<file path="src/rtl/morse_symbol_classifier_if.sv">
// Symbol-code link from the key sampler to the Morse receiver: tick/key in, 2-bit code, word_end and count out.
// Combinational bundle only, so it adds no latency and carries no backpressure (the link is paced by tick).
interface morse_symbol_classifier_if;
  logic       tick;
  logic       serial_inp;
  logic       parallel_out0;
  logic       parallel_out1;
  logic       word_end;
  logic [2:0] sym_cnt;

  modport master (
    output tick,
    output serial_inp,
    input  parallel_out0,
    input  parallel_out1,
    input  word_end,
    input  sym_cnt
  );

  modport slave (
    input  tick,
    input  serial_inp,
    output parallel_out0,
    output parallel_out1,
    output word_end,
    output sym_cnt
  );
endinterface

</file>
<file path="src/rtl/morse_symbol_classifier.sv">
// Times key marks/spaces in divider ticks and emits dot/dash/letter-end codes plus a word_end pulse.
// Codes appear on the first low tick sample (+2 clk sync) and hold one tick period; no backpressure, tick-paced.
module morse_symbol_classifier #(
  parameter int CNT_W      = 5,
  parameter int MIN_PULSE  = 2,
  parameter int DOT_MAX    = 4,
  parameter int LETTER_GAP = 6,
  parameter int WORD_GAP   = 14
) (
  input  logic                      clk,
  input  logic                      rst,
  morse_symbol_classifier_if.slave  bus
);

  typedef enum logic [1:0] {
    IDLE  = 2'd0,
    MARK  = 2'd1,
    SPACE = 2'd2
  } state_t;

  typedef struct packed {
    logic [1:0] code;
    logic       word_end;
    logic [2:0] sym_cnt;
  } out_t;

  localparam logic [1:0] CODE_NONE   = 2'b00;
  localparam logic [1:0] CODE_DOT    = 2'b01;
  localparam logic [1:0] CODE_DASH   = 2'b11;
  localparam logic [1:0] CODE_LETTER = 2'b10;

  localparam logic [CNT_W-1:0] CNT_MAX    = '1;
  localparam logic [CNT_W-1:0] CNT_ONE    = CNT_W'(1);
  localparam logic [CNT_W-1:0] MIN_P      = CNT_W'(MIN_PULSE);
  localparam logic [CNT_W-1:0] DOT_P      = CNT_W'(DOT_MAX);
  localparam logic [CNT_W-1:0] LETTER_P   = CNT_W'(LETTER_GAP);
  localparam logic [CNT_W-1:0] WORD_P     = CNT_W'(WORD_GAP);
  localparam logic [2:0]       SYM_MAX    = 3'd7;

  logic [1:0]       sync_q;
  logic             key;

  state_t           state_q,    state_d;
  logic [CNT_W-1:0] mark_cnt_q, mark_cnt_d;
  logic [CNT_W-1:0] gap_cnt_q,  gap_cnt_d;
  logic [CNT_W-1:0] gap_inc;
  logic             pending_q,  pending_d;
  out_t             out_q,      out_d;

  // serial_inp is asynchronous to clk; the sync runs every clk so it is settled before each tick.
  always_ff @(posedge clk or negedge rst) begin
    if (!rst) begin
      sync_q <= 2'b00;
    end else begin
      sync_q <= {sync_q[0], bus.serial_inp};
    end
  end

  assign key = sync_q[1];

  always_ff @(posedge clk or negedge rst) begin
    if (!rst) begin
      state_q    <= IDLE;
      mark_cnt_q <= '0;
      gap_cnt_q  <= '0;
      pending_q  <= 1'b0;
      out_q      <= '0;
    end else if (bus.tick) begin
      state_q    <= state_d;
      mark_cnt_q <= mark_cnt_d;
      gap_cnt_q  <= gap_cnt_d;
      pending_q  <= pending_d;
      out_q      <= out_d;
    end
  end

  always_comb begin
    state_d          = state_q;
    mark_cnt_d       = mark_cnt_q;
    gap_cnt_d        = gap_cnt_q;
    pending_d        = pending_q;
    out_d.code       = CODE_NONE;
    out_d.word_end   = 1'b0;
    out_d.sym_cnt    = out_q.sym_cnt;
    gap_inc          = (gap_cnt_q == CNT_MAX) ? gap_cnt_q : gap_cnt_q + CNT_ONE;

    case (state_q)
      IDLE: begin
        if (key) begin
          state_d    = MARK;
          mark_cnt_d = CNT_ONE;
        end
      end

      MARK: begin
        if (key) begin
          // Saturate so a stuck key can never wrap back into the dot range.
          if (mark_cnt_q != CNT_MAX) begin
            mark_cnt_d = mark_cnt_q + CNT_ONE;
          end
        end else begin
          mark_cnt_d = '0;
          if (mark_cnt_q < MIN_P) begin
            // Glitch: resume timing the open letter's space, or drop back to idle.
            if (pending_q) begin
              state_d   = SPACE;
              gap_cnt_d = CNT_ONE;
            end else begin
              state_d   = IDLE;
              gap_cnt_d = '0;
            end
          end else begin
            out_d.code = (mark_cnt_q <= DOT_P) ? CODE_DOT : CODE_DASH;
            state_d    = SPACE;
            gap_cnt_d  = CNT_ONE;
            pending_d  = 1'b1;
            if (out_q.sym_cnt != SYM_MAX) begin
              out_d.sym_cnt = out_q.sym_cnt + 3'd1;
            end
          end
        end
      end

      SPACE: begin
        if (key) begin
          state_d    = MARK;
          mark_cnt_d = CNT_ONE;
        end else begin
          gap_cnt_d = gap_inc;
          if ((gap_inc == LETTER_P) && pending_q) begin
            out_d.code    = CODE_LETTER;
            out_d.sym_cnt = 3'd0;
            pending_d     = 1'b0;
          end
          if (gap_inc == WORD_P) begin
            out_d.word_end = 1'b1;
            state_d        = IDLE;
            gap_cnt_d      = '0;
          end
        end
      end

      default: begin
        state_d    = IDLE;
        mark_cnt_d = '0;
        gap_cnt_d  = '0;
        pending_d  = 1'b0;
      end
    endcase
  end

  assign bus.parallel_out1 = out_q.code[1];
  assign bus.parallel_out0 = out_q.code[0];
  assign bus.word_end      = out_q.word_end;
  assign bus.sym_cnt       = out_q.sym_cnt;

endmodule

</file>
<file path="src/flat_wrapper.sv">
// flat-port wrapper written by rule: the top's interface ports become plain ports
module morse_symbol_classifier_flat 
#(
  parameter int CNT_W      = 5,
  parameter int MIN_PULSE  = 2,
  parameter int DOT_MAX    = 4,
  parameter int LETTER_GAP = 6,
  parameter int WORD_GAP   = 14
)
  (clk, rst, bus_tick, bus_serial_inp, bus_parallel_out0, bus_parallel_out1, bus_word_end, bus_sym_cnt);
  morse_symbol_classifier_if bus_i ();
  input  logic clk;
  input  logic rst;
  input wire logic [$bits(bus_i.tick)-1:0] bus_tick;
  input wire logic [$bits(bus_i.serial_inp)-1:0] bus_serial_inp;
  output wire logic [$bits(bus_i.parallel_out0)-1:0] bus_parallel_out0;
  output wire logic [$bits(bus_i.parallel_out1)-1:0] bus_parallel_out1;
  output wire logic [$bits(bus_i.word_end)-1:0] bus_word_end;
  output wire logic [$bits(bus_i.sym_cnt)-1:0] bus_sym_cnt;
  assign bus_i.tick = bus_tick;
  assign bus_i.serial_inp = bus_serial_inp;
  assign bus_parallel_out0 = bus_i.parallel_out0;
  assign bus_parallel_out1 = bus_i.parallel_out1;
  assign bus_word_end = bus_i.word_end;
  assign bus_sym_cnt = bus_i.sym_cnt;
  morse_symbol_classifier #(.CNT_W(CNT_W), .MIN_PULSE(MIN_PULSE), .DOT_MAX(DOT_MAX), .LETTER_GAP(LETTER_GAP), .WORD_GAP(WORD_GAP)) u_core (.clk(clk), .rst(rst), .bus(bus_i));
endmodule
</file>
<file path="config.mk">
export PLATFORM = sky130hd
export DESIGN_NAME = morse_symbol_classifier_flat
export DESIGN_NICKNAME = d
export VERILOG_FILES = /design/src/rtl/morse_symbol_classifier_if.sv /design/src/rtl/morse_symbol_classifier.sv /design/src/flat_wrapper.sv
export SDC_FILE = /design/constraint.sdc
export NUM_CORES = 1
export LEC_CHECK = 0
export ABC_AREA = 1
export BUFFER_PORTS_ARGS = -buffer_cell sky130_fd_sc_hd__buf_2
export CELL_PAD_IN_SITES_DETAIL_PLACEMENT = 1
export CELL_PAD_IN_SITES_GLOBAL_PLACEMENT = 1
export CORE_MARGIN = 2
export CORE_UTILIZATION = 37
export DETAILED_ROUTE_END_ITERATION = 8
export PLACE_DENSITY_LB_ADDON = 0.1
export SYNTH_ARGS = -nofsm -noshare
export SYNTH_HDL_FRONTEND = slang
export SYNTH_SLANG_ARGS = --single-unit
</file>
<file path="constraint.sdc">
create_clock -name clk -period 2.4 [get_ports clk]
set_input_delay 0.6 -clock clk [delete_from_list [all_inputs] [get_ports clk]]
set_output_delay 0.6 -clock clk [all_outputs]
set_load 0.01 [all_outputs]
</file>
==> flow_metrics.env, run 1 <==
export IMPL_place_area_um2=1400
export IMPL_worstPathRequired_ns=2.61
export IMPL_hpwlAfterDp_mm=2.40
export IMPL_die_y_um=63.4
export IMPL_synth_simple_gate_area_frac=0.316
export IMPL_drv_slew=0
export IMPL_grt_pass1_vias=1208
export IMPL_ys_seq_area_frac=0.403
export IMPL_power_leakage_nw=0.749
export IMPL_hold_path_class="input pin to asynchronous set/reset pin"
export IMPL_synth_area_mux_share=0
export IMPL_grt_ovfl_total=0
export IMPL_startpoint_type="register"
export IMPL_antenna_found_initial=0
export IMPL_cts_hold_buf=0
export IMPL_grt_max_degree=22
export IMPL_critPathMaxFanout=11
export IMPL_place_congestion=0.791
export IMPL_synth_seq_cells=21
export IMPL_synthCells=170
export IMPL_relSlewSlack=0.674
export IMPL_cts_resized=0
export IMPL_die_area_um2=4020
export IMPL_path_class="register to register"
export IMPL_design_core_area_um2=3360
export IMPL_die_w_um=63.4
export IMPL_synth_xor_area_share=0.0134
export IMPL_fmax_mhz=513
export IMPL_nets=198
export IMPL_power_mw=1.37
export IMPL_ios=10
export IMPL_grt_met3_usage=0.0179
export IMPL_cts_buffers=3
export IMPL_antenna_left=0
export IMPL_drt_iter0_markers=46
export IMPL_ir_worst_vdd_uv=414
export IMPL_vias=1114
export IMPL_area_growth_pct=9.40
export IMPL_cts_root_buf="clkbuf_4"
export IMPL_synth_area_per_cell_um2=7.68
export IMPL_maxCapViolations=0
export IMPL_io_buffers=9
export IMPL_finalCritPeriodShare=0.813
export IMPL_synth_compound_area_frac=0.0901
export IMPL_drive_above_1_share=0.132
export IMPL_finalSetupViolCount=0
export IMPL_routed_wl_mm=2.97
export IMPL_row_count=21
export IMPL_fin_crit_ns=1.95
export IMPL_synth_distinct_cells=20
export IMPL_synth_top_family_by_area="simple AND/OR/NAND/NOR gates"
export IMPL_arrival_ns=2.16
export IMPL_clock_sinks=21
export IMPL_worst_r2r_cell_count=9
export IMPL_syn_num_nets=185
export IMPL_synthAdderAreaFrac=0.105
export IMPL_remaining_drc_errors=0
export IMPL_syn_area_um2=1310
export IMPL_use_met2=0.282
export IMPL_status="finished clean"
export IMPL_ys_warn_count=0
export IMPL_grt_use_met1=0.223
export IMPL_grt_setup_unrepaired="no"
export IMPL_num_antenna_cells=0
export IMPL_cts_setup_buffers=0
export IMPL_fill_cells=454
export IMPL_end_kind="register"
export IMPL_clkTransAtPathRegs_ns=0.13
export IMPL_wl_per_cell_um=13.0
export IMPL_grt_total_usage=0.167
export IMPL_tightestPinTransition_ns=0.489
export IMPL_fin_skew_ns=0.00595
export IMPL_clk_path_buf_depth=2
export IMPL_start_util=0.388
export IMPL_first_pass_iters=4
export IMPL_clk_latency_ns=0.31
export IMPL_grt_pass1_wl_mm=5.34
export IMPL_cts_tree="yes"
export IMPL_avgViaCountPerCell=4.89
export IMPL_powerDensity_nw_per_um2=962
export IMPL_grt_busiest_layer="met2"
export IMPL_tns_ns=0
export IMPL_finalHoldViolCount=0
export IMPL_stdcell_area_um2=1430
export IMPL_htree_levels=1
## Yosys cell counts, drive strengths merged
cell type  number  area share
nor2           21       0.062
a2bb2oi         1      0.0067
nand2          51        0.15
buf             1      0.0058
a211oi          1      0.0058
inv            23       0.066
xor2            2       0.013
nand4           8       0.050
o21ai          11       0.051
dfrtp          21        0.40
nand3          12       0.050
a21oi           7       0.027
ha             11        0.11
## logic make-up (layout without fill, tap and decap cells)
logic type,after synthesis,in the layout
AOI/OAI and AO/OA,20,20
xor gates and xnor gates,2,2
buffers and inverters,24,36
and+or+nand+nor,92,92
DFF,21,21
adders and majority gates,11,11
## flip-flops by register name, summed over array words and instances (netlist names)
name                      flops
u_core.bus.parallel_out0      1
u_core.bus.parallel_out1      1
u_core.bus.sym_cnt            3
u_core.bus.word_end           1
u_core.gap_cnt_q              5
u_core.mark_cnt_q             5
u_core.pending_q              1
u_core.state_q                2
u_core.sync_q                 2
## layout make-up
| class | instances | area [um^2] | area share |
|---|---|---|---|
| well taps | 46 | 57.6 | 0.0403 |
| clock buffers | 3 | 22.5 | 0.0158 |
| multi-input cells | 125 | 686 | 0.480 |
| repair buffers | 9 | 45.0 | 0.0316 |
| inverters | 23 | 86.3 | 0.0605 |
| flip-flops and latches | 21 | 526 | 0.368 |
| clock inverters | 1 | 5.00 | 0.00351 |
## where the power goes
part           switching (mW)  internal, mW  total (mW)
Sequential             0.0932         0.438       0.531
Combinational           0.432         0.230       0.662
Clock                   0.118        0.0623       0.180
## routing by layer
| layer | part of all wire | up-vias |
|---|---|---|
| met5 | 0 | - |
| met4 | 0.010 | 0 |
| met3 | 0.028 | 4 |
| met2 | 0.47 | 14 |
| met1 | 0.49 | 524 |
| li1 | - | 572 |
## stage by stage
stage	hold WS (ns)	std cells	setup WS, ns	utilization
global placement	0.333	224	0.619	0.416
CTS	0.237	228	0.438	0.424
detailed placement	0.336	224	0.441	0.416
global route	0.241	228	0.241	0.424
floorplan	0.304	170	0.853	-
finish	0.225	228	0.449	0.424
## worst max-delay path: stages, from the launching register on
cell     delay, ns
dfrtp_1       0.46
inv_1         0.11
ha_1          0.45
nor2_1        0.12
nor2_1        0.14
nor2_1        0.06
o21ai_1       0.18
inv_1         0.16
nand3_1       0.10
o21ai_1       0.07
## path summary, 6_finish.rpt
path	startpoint	endpoint	slack, ns
worst max-delay path	u_core.state_q[0]$_DFFE_PN0P_	u_core.mark_cnt_q[1]$_DFFE_PN0P_	0.45
min in group clk	u_core.sync_q[0]$_DFF_PN0_	u_core.sync_q[1]$_DFF_PN0_	0.36
max in group asynchronous	rst	u_core.gap_cnt_q[0]$_DFFE_PN0P_	1.84
worst max register to register	u_core.state_q[0]$_DFFE_PN0P_	u_core.mark_cnt_q[1]$_DFFE_PN0P_	0.45
worst min register to register	u_core.sync_q[0]$_DFF_PN0_	u_core.sync_q[1]$_DFF_PN0_	0.36
worst min-delay path	rst	u_core.mark_cnt_q[2]$_DFFE_PN0P_	0.23
## placed cells by master (no fill, tap or decap), drive strengths merged
cell type  netlist  routed
a211oi           1       1
a21oi            7       7
a2bb2oi          1       1
buf              1       9
clkbuf           0       3
clkinv           0       1
dfrtp           21      21
ha              11      11
inv             23      23
nand2           51      51
nand3           12      12
nand4            8       8
nor2            21      21
o21ai           11      11
xor2             2       2
Note: power is estimated with default switching activity, not from simulation.
==> inputs of run 2 (changes only) <==
- clock period: 2.4 -> 1.74 ns (I/O delays scaled with it)
==> run 2 against run 1 <==
  * First-iteration DRC count fell by 46%
  * Worst hold slack lost 0.17 ns
  * Core utilization grew 3.6 points
  * Cell count grew 3.5%
  * Clock skew about the same
  * Sequential share of layout area is 2.9 points lower
  * Via count up 4.3%
  * Fmax grew 16%
  * Sequential power rose by 34%
  * Critical path depth is the same
==> flow_metrics.env, run 2 (synthesis results as in run 1) <==
export IMPL_antenna_found_initial=0
export IMPL_fmax_mhz=593
export IMPL_ir_worst_vdd_uv=814
export IMPL_tns_ns=0
export IMPL_cts_buffers=3
export IMPL_tightestPinTransition_ns=0.475
export IMPL_clk_path_buf_depth=2
export IMPL_fin_crit_ns=1.69
export IMPL_fin_skew_ns=0.00571
export IMPL_end_kind="register"
export IMPL_drive_above_1_share=0.242
export IMPL_routed_wl_mm=3.16
export IMPL_clk_latency_ns=0.31
export IMPL_worst_r2r_cell_count=9
export IMPL_io_buffers=9
export IMPL_die_area_um2=4020
export IMPL_drv_slew=0
export IMPL_r2r_end="u_core.mark_cnt_q[3]$_DFFE_PN0P_"
export IMPL_grt_max_degree=22
export IMPL_worstPathRequired_ns=1.96
export IMPL_cts_tree="yes"
export IMPL_grt_ovfl_total=0
export IMPL_r2r_start="u_core.state_q[0]$_DFFE_PN0P_"
export IMPL_cts_root_buf="clkbuf_4"
export IMPL_vias=1162
export IMPL_grt_pass1_wl_mm=5.40
export IMPL_die_w_um=63.4
export IMPL_finalCritPeriodShare=0.969
export IMPL_wl_per_cell_um=13.4
export IMPL_finalHoldViolCount=0
export IMPL_ios=10
export IMPL_dp_cells=228
export IMPL_maxCapViolations=0
export IMPL_critPathMaxFanout=5
export IMPL_area_growth_pct=18.7
export IMPL_preCtsSetupSlack_ns=0.0179
export IMPL_grt_total_usage=0.172
export IMPL_clock_sinks=21
export IMPL_powerDensity_nw_per_um2=1390
export IMPL_first_pass_iters=4
export IMPL_remaining_drc_errors=0
export IMPL_cts_hold_buf=0
export IMPL_place_congestion=0.807
export IMPL_row_count=21
export IMPL_drt_iter0_markers=25
export IMPL_nets=206
export IMPL_power_leakage_nw=0.790
export IMPL_status="finished clean"
export IMPL_relSlewSlack=0.683
export IMPL_design_core_area_um2=3360
export IMPL_hold_path_class="input pin to asynchronous set/reset pin"
export IMPL_worst_slack_ns=0.0546
export IMPL_num_antenna_cells=0
export IMPL_final_common_cell="nand2_1"
export IMPL_die_y_um=63.4
export IMPL_start_util=0.388
export IMPL_hold_slack_ns=0.0537
export IMPL_path_class="register to register"
export IMPL_clkTransAtPathRegs_ns=0.12
export IMPL_antenna_left=0
export IMPL_hpwlAfterDp_mm=2.39
export IMPL_arrival_ns=1.90
export IMPL_reg2reg_slack_ns=0.05
export IMPL_avgViaCountPerCell=4.92
export IMPL_startpoint_type="register"
export IMPL_fin_cells=236
export IMPL_htree_levels=1
export IMPL_layout_common_cells="44 x nand2_1, 21 x dfrtp_1, 19 x inv_1, 16 x nor2_1, 11 x nand3_1"
export IMPL_grt_pass1_vias=1171
export IMPL_finalSetupViolCount=0
export IMPL_grt_setup_unrepaired="yes"
run 2: changes by cell type in the layout (fill, tap and decap cells not counted), sizes merged:
cell / delta
buf: +8
clkbuf: +1
clkinv: -1
run 2: how the worst max path moves through the flow:
stage                                        from                          endpoint  slack, ns  cells past startpoint
detailed placement  u_core.state_q[0]$_DFFE_PN0P_  u_core.mark_cnt_q[3]$_DFFE_PN0P_       0.02                      9
finish              u_core.state_q[0]$_DFFE_PN0P_  u_core.mark_cnt_q[3]$_DFFE_PN0P_       0.05                      9
global placement    u_core.state_q[1]$_DFFE_PN0P_   u_core.gap_cnt_q[3]$_DFFE_PN0P_       0.08                     11
floorplan           u_core.state_q[0]$_DFFE_PN0P_   u_core.gap_cnt_q[2]$_DFFE_PN0P_       0.19                     10
CTS                 u_core.state_q[1]$_DFFE_PN0P_  u_core.mark_cnt_q[3]$_DFFE_PN0P_       0.01                      9
global route        u_core.state_q[0]$_DFFE_PN0P_  u_core.mark_cnt_q[3]$_DFFE_PN0P_      -0.05                      9
run 2: critical path, stage by stage, from the launching register on:
cell	delay, ns
dfrtp_1	0.43
inv_1	0.10
ha_2	0.22
nor2_2	0.14
nor2_1	0.08
nor2_2	0.15
o21ai_4	0.10
nor2_2	0.12
xor2_1	0.18
nor2_1	0.06
run 2: repair_timing:
| item | in CTS | in global routing |
|---|---|---|
| resized for setup | 0 | 18 |
| setup buffers | 1 | 3 |
| pin swaps | 0 | 3 |
| setup endpoints to repair | 1 | 15 |
run 2: final cells by class:
cell class	count	area, um^2
Tap cell	46	57.6
Clock buffer	4	26.3
Sequential cell	21	526
Multi-Input combinational cell	125	748
Inverter	23	86.3
Fill cell	451	1810
Timing Repair Buffer	17	105
run 2: per-stage QoR:
| stage | area, um^2 | utilization | total power, mW |
|---|---|---|---|
| after global placement | 1430 | 0.425 | 1.68 |
| after detailed placement | 1430 | 0.425 | 1.73 |
| after floorplan | 1310 | - | 1.41 |
| final | 1550 | 0.461 | 2.15 |
| after CTS | 1460 | 0.435 | 2.00 |
| after global routing | 1550 | 0.461 | 2.38 |
run 2: power by group:
group / total, mW / internal, mW / switching, mW
Clock: 0.246 / 0.0897 / 0.156
Combinational: 1.19 / 0.473 / 0.719
Sequential: 0.710 / 0.605 / 0.106
Total: 2.15 / 1.17 / 0.981
run 2: metal layers:
layer  routed length (um)  global-route usage  up-vias
li1                     -                   -      587
met2                 1510               0.263       15
met1                 1510               0.242      555
met4                   50              0.0652        0
met3                   83              0.0286        5
met5                    0                   0        -
==> inputs of run 3 (changes only) <==
- CORE_UTILIZATION: 37 -> 39
- HOLD_SLACK_MARGIN: not set -> 0.15
==> run 3 against run 2 <==
  * Sequential share of layout area up 0.41 points
  * Highest routed layer unchanged
  * Final area down 0.97%
  * Count of clock-buffer cells in the layout down 1
  * Clock skew down 0.0037 ns
  * Clock power about the same
  * Sequential power down 1%
  * Critical path depth down 1
  * Worst hold slack better by 0.16 ns
==> flow_metrics.env, run 3 (synthesis results as in run 1) <==
export IMPL_status="finished clean"
export IMPL_grt_pass1_wl_mm=5.15
export IMPL_grt_total_usage=0.185
export IMPL_finalSetupViolCount=0
export IMPL_place_area_um2=1440
export IMPL_nets=209
export IMPL_clock_sinks=21
export IMPL_grt_max_degree=22
export IMPL_maxCapViolations=0
export IMPL_vias=1186
export IMPL_met1_length_mm=1.52
export IMPL_die_y_um=61.8
export IMPL_remaining_drc_errors=0
export IMPL_place_congestion=0.764
export IMPL_worstPathRequired_ns=1.99
export IMPL_grt_ovfl_total=0
export IMPL_worst_r2r_cell_count=8
export IMPL_drv_slew=0
export IMPL_die_area_um2=3820
export IMPL_r2r_start="u_core.state_q[0]$_DFFE_PN0P_"
export IMPL_wl_per_cell_um=13.3
export IMPL_arrival_ns=1.88
export IMPL_io_buffers=9
export IMPL_min_path_cells=1
export IMPL_cts_buffers=3
export IMPL_area_growth_pct=17.5
export IMPL_ios=10
export IMPL_critPathMaxFanout=4
export IMPL_final_common_cell="nand2_1"
export IMPL_path_class="register to register"
export IMPL_fill_cells=434
export IMPL_first_pass_iters=4
export IMPL_drive_above_1_share=0.218
export IMPL_clkTransAtPathRegs_ns=0.12
export IMPL_r2r_end="u_core.mark_cnt_q[0]$_DFFE_PN0P_"
export IMPL_layout_common_cells="45 x nand2_1, 20 x inv_1, 20 x dfrtp_1, 19 x nor2_1, 11 x nand3_1"
export IMPL_hold_path_class="input pin to register"
export IMPL_antenna_found_initial=0
export IMPL_powerDensity_nw_per_um2=1360
export IMPL_top_layer="met4"
export IMPL_fin_skew_ns=0.00196
export IMPL_finalHoldViolCount=0
export IMPL_clk_latency_ns=0.31
export IMPL_antenna_left=0
export IMPL_row_count=21
export IMPL_finalCritPeriodShare=0.937
export IMPL_die_w_um=61.8
export IMPL_htree_levels=1
export IMPL_avgViaCountPerCell=4.96
export IMPL_start_util=0.397
export IMPL_clk_path_buf_depth=2
export IMPL_drt_iter0_markers=51
export IMPL_routed_wl_mm=3.17
export IMPL_holdPathEnd="u_core.sync_q[0]$_DFF_PN0_"
export IMPL_tns_ns=0
export IMPL_design_core_area_um2=3280
export IMPL_ir_worst_vdd_uv=743
export IMPL_fin_crit_ns=1.63
export IMPL_cts_tree="yes"
export IMPL_stdcell_area_um2=1530
export IMPL_startpoint_type="register"
export IMPL_min_from="bus_serial_inp"
export IMPL_power_leakage_nw=0.799
export IMPL_seq_area_um2=527
export IMPL_end_kind="register"
export IMPL_grt_pass1_vias=1158
export IMPL_met3WireLength_um=101
export IMPL_multi_input_area_um2=706
export IMPL_relSlewSlack=0.655
export IMPL_num_antenna_cells=0
export IMPL_cts_root_buf="clkbuf_4"
export IMPL_reg2reg_slack_ns=0.11
export IMPL_fmax_mhz=614
export IMPL_tightestPinTransition_ns=0.518
export IMPL_wl_met2_mm=1.50
export IMPL_hpwlAfterDp_mm=2.49
[run 3: what timing repair did]
item	CTS	global route
gates resized for setup	0	8
endpoints found under the setup margin	0	15
hold buffers	1	0
endpoints found under the hold margin	21	0
setup buffers	0	5
[run 3: power by group]
| part | switching, mW | internal (mW) |
|---|---|---|
| Combinational | 0.692 | 0.454 |
| Sequential | 0.0947 | 0.607 |
| Clock | 0.158 | 0.0862 |
| Total | 0.945 | 1.15 |
[run 3: per-stage QoR]
stage / power [mW] / setup slack [ns] / util / instances / hold WS (ns)
after floorplan: 1.41 / 0.193 / - / 170 / 0.139
after global placement: 1.70 / 0.0845 / 0.438 / 229 / 0.334
after detailed placement: 1.75 / 0.0495 / 0.438 / 229 / 0.336
after CTS: 2.01 / 0.0321 / 0.449 / 234 / 0.207
after global routing: 2.30 / -0.00953 / 0.467 / 239 / 0.197
final: 2.09 / 0.110 / 0.467 / 239 / 0.212
[run 3: worst max-delay path by stage]
stage | start | end | slack (ns)
2_1_floorplan | u_core.state_q[0]$_DFFE_PN0P_ | u_core.gap_cnt_q[2]$_DFFE_PN0P_ | 0.19
4_1_cts | u_core.state_q[1]$_DFFE_PN0P_ | u_core.gap_cnt_q[3]$_DFFE_PN0P_ | 0.03
3_3_place_gp | u_core.gap_cnt_q[1]$_DFFE_PN0P_ | u_core.bus.sym_cnt[1]$_DFFE_PN0P_ | 0.08
5_1_grt | u_core.state_q[1]$_DFFE_PN0P_ | u_core.gap_cnt_q[3]$_DFFE_PN0P_ | -0.01
6_report | u_core.state_q[0]$_DFFE_PN0P_ | u_core.mark_cnt_q[0]$_DFFE_PN0P_ | 0.11
3_5_place_dp | u_core.gap_cnt_q[1]$_DFFE_PN0P_ | u_core.bus.sym_cnt[0]$_DFFE_PN0P_ | 0.05
[run 3: worst max-delay path, cell delays in order, from the launching register on]
cell	delay [ns]
dfrtp_2	0.44
buf_4	0.14
buf_4	0.13
ha_1	0.22
nor2_1	0.27
nand2_1	0.10
o21ai_0	0.11
nand2_1	0.08
o21ai_1	0.07
[run 3: layout make-up]
cell class                      instances  share of cell area
Multi-Input combinational cell        125               0.460
Timing Repair Buffer                   20              0.0848
Clock inverter                          1             0.00326
Inverter                               23              0.0563
Tap cell                               46              0.0375
Clock buffer                            3              0.0147
Sequential cell                        21               0.343
[run 3: per-layer routing]
metal | track usage | vias to the layer above
li1 | - | 595
met1 | 0.244 | 567
met2 | 0.305 | 19
met3 | 0.0331 | 5
met4 | 0.0638 | 0
met5 | 0 | -
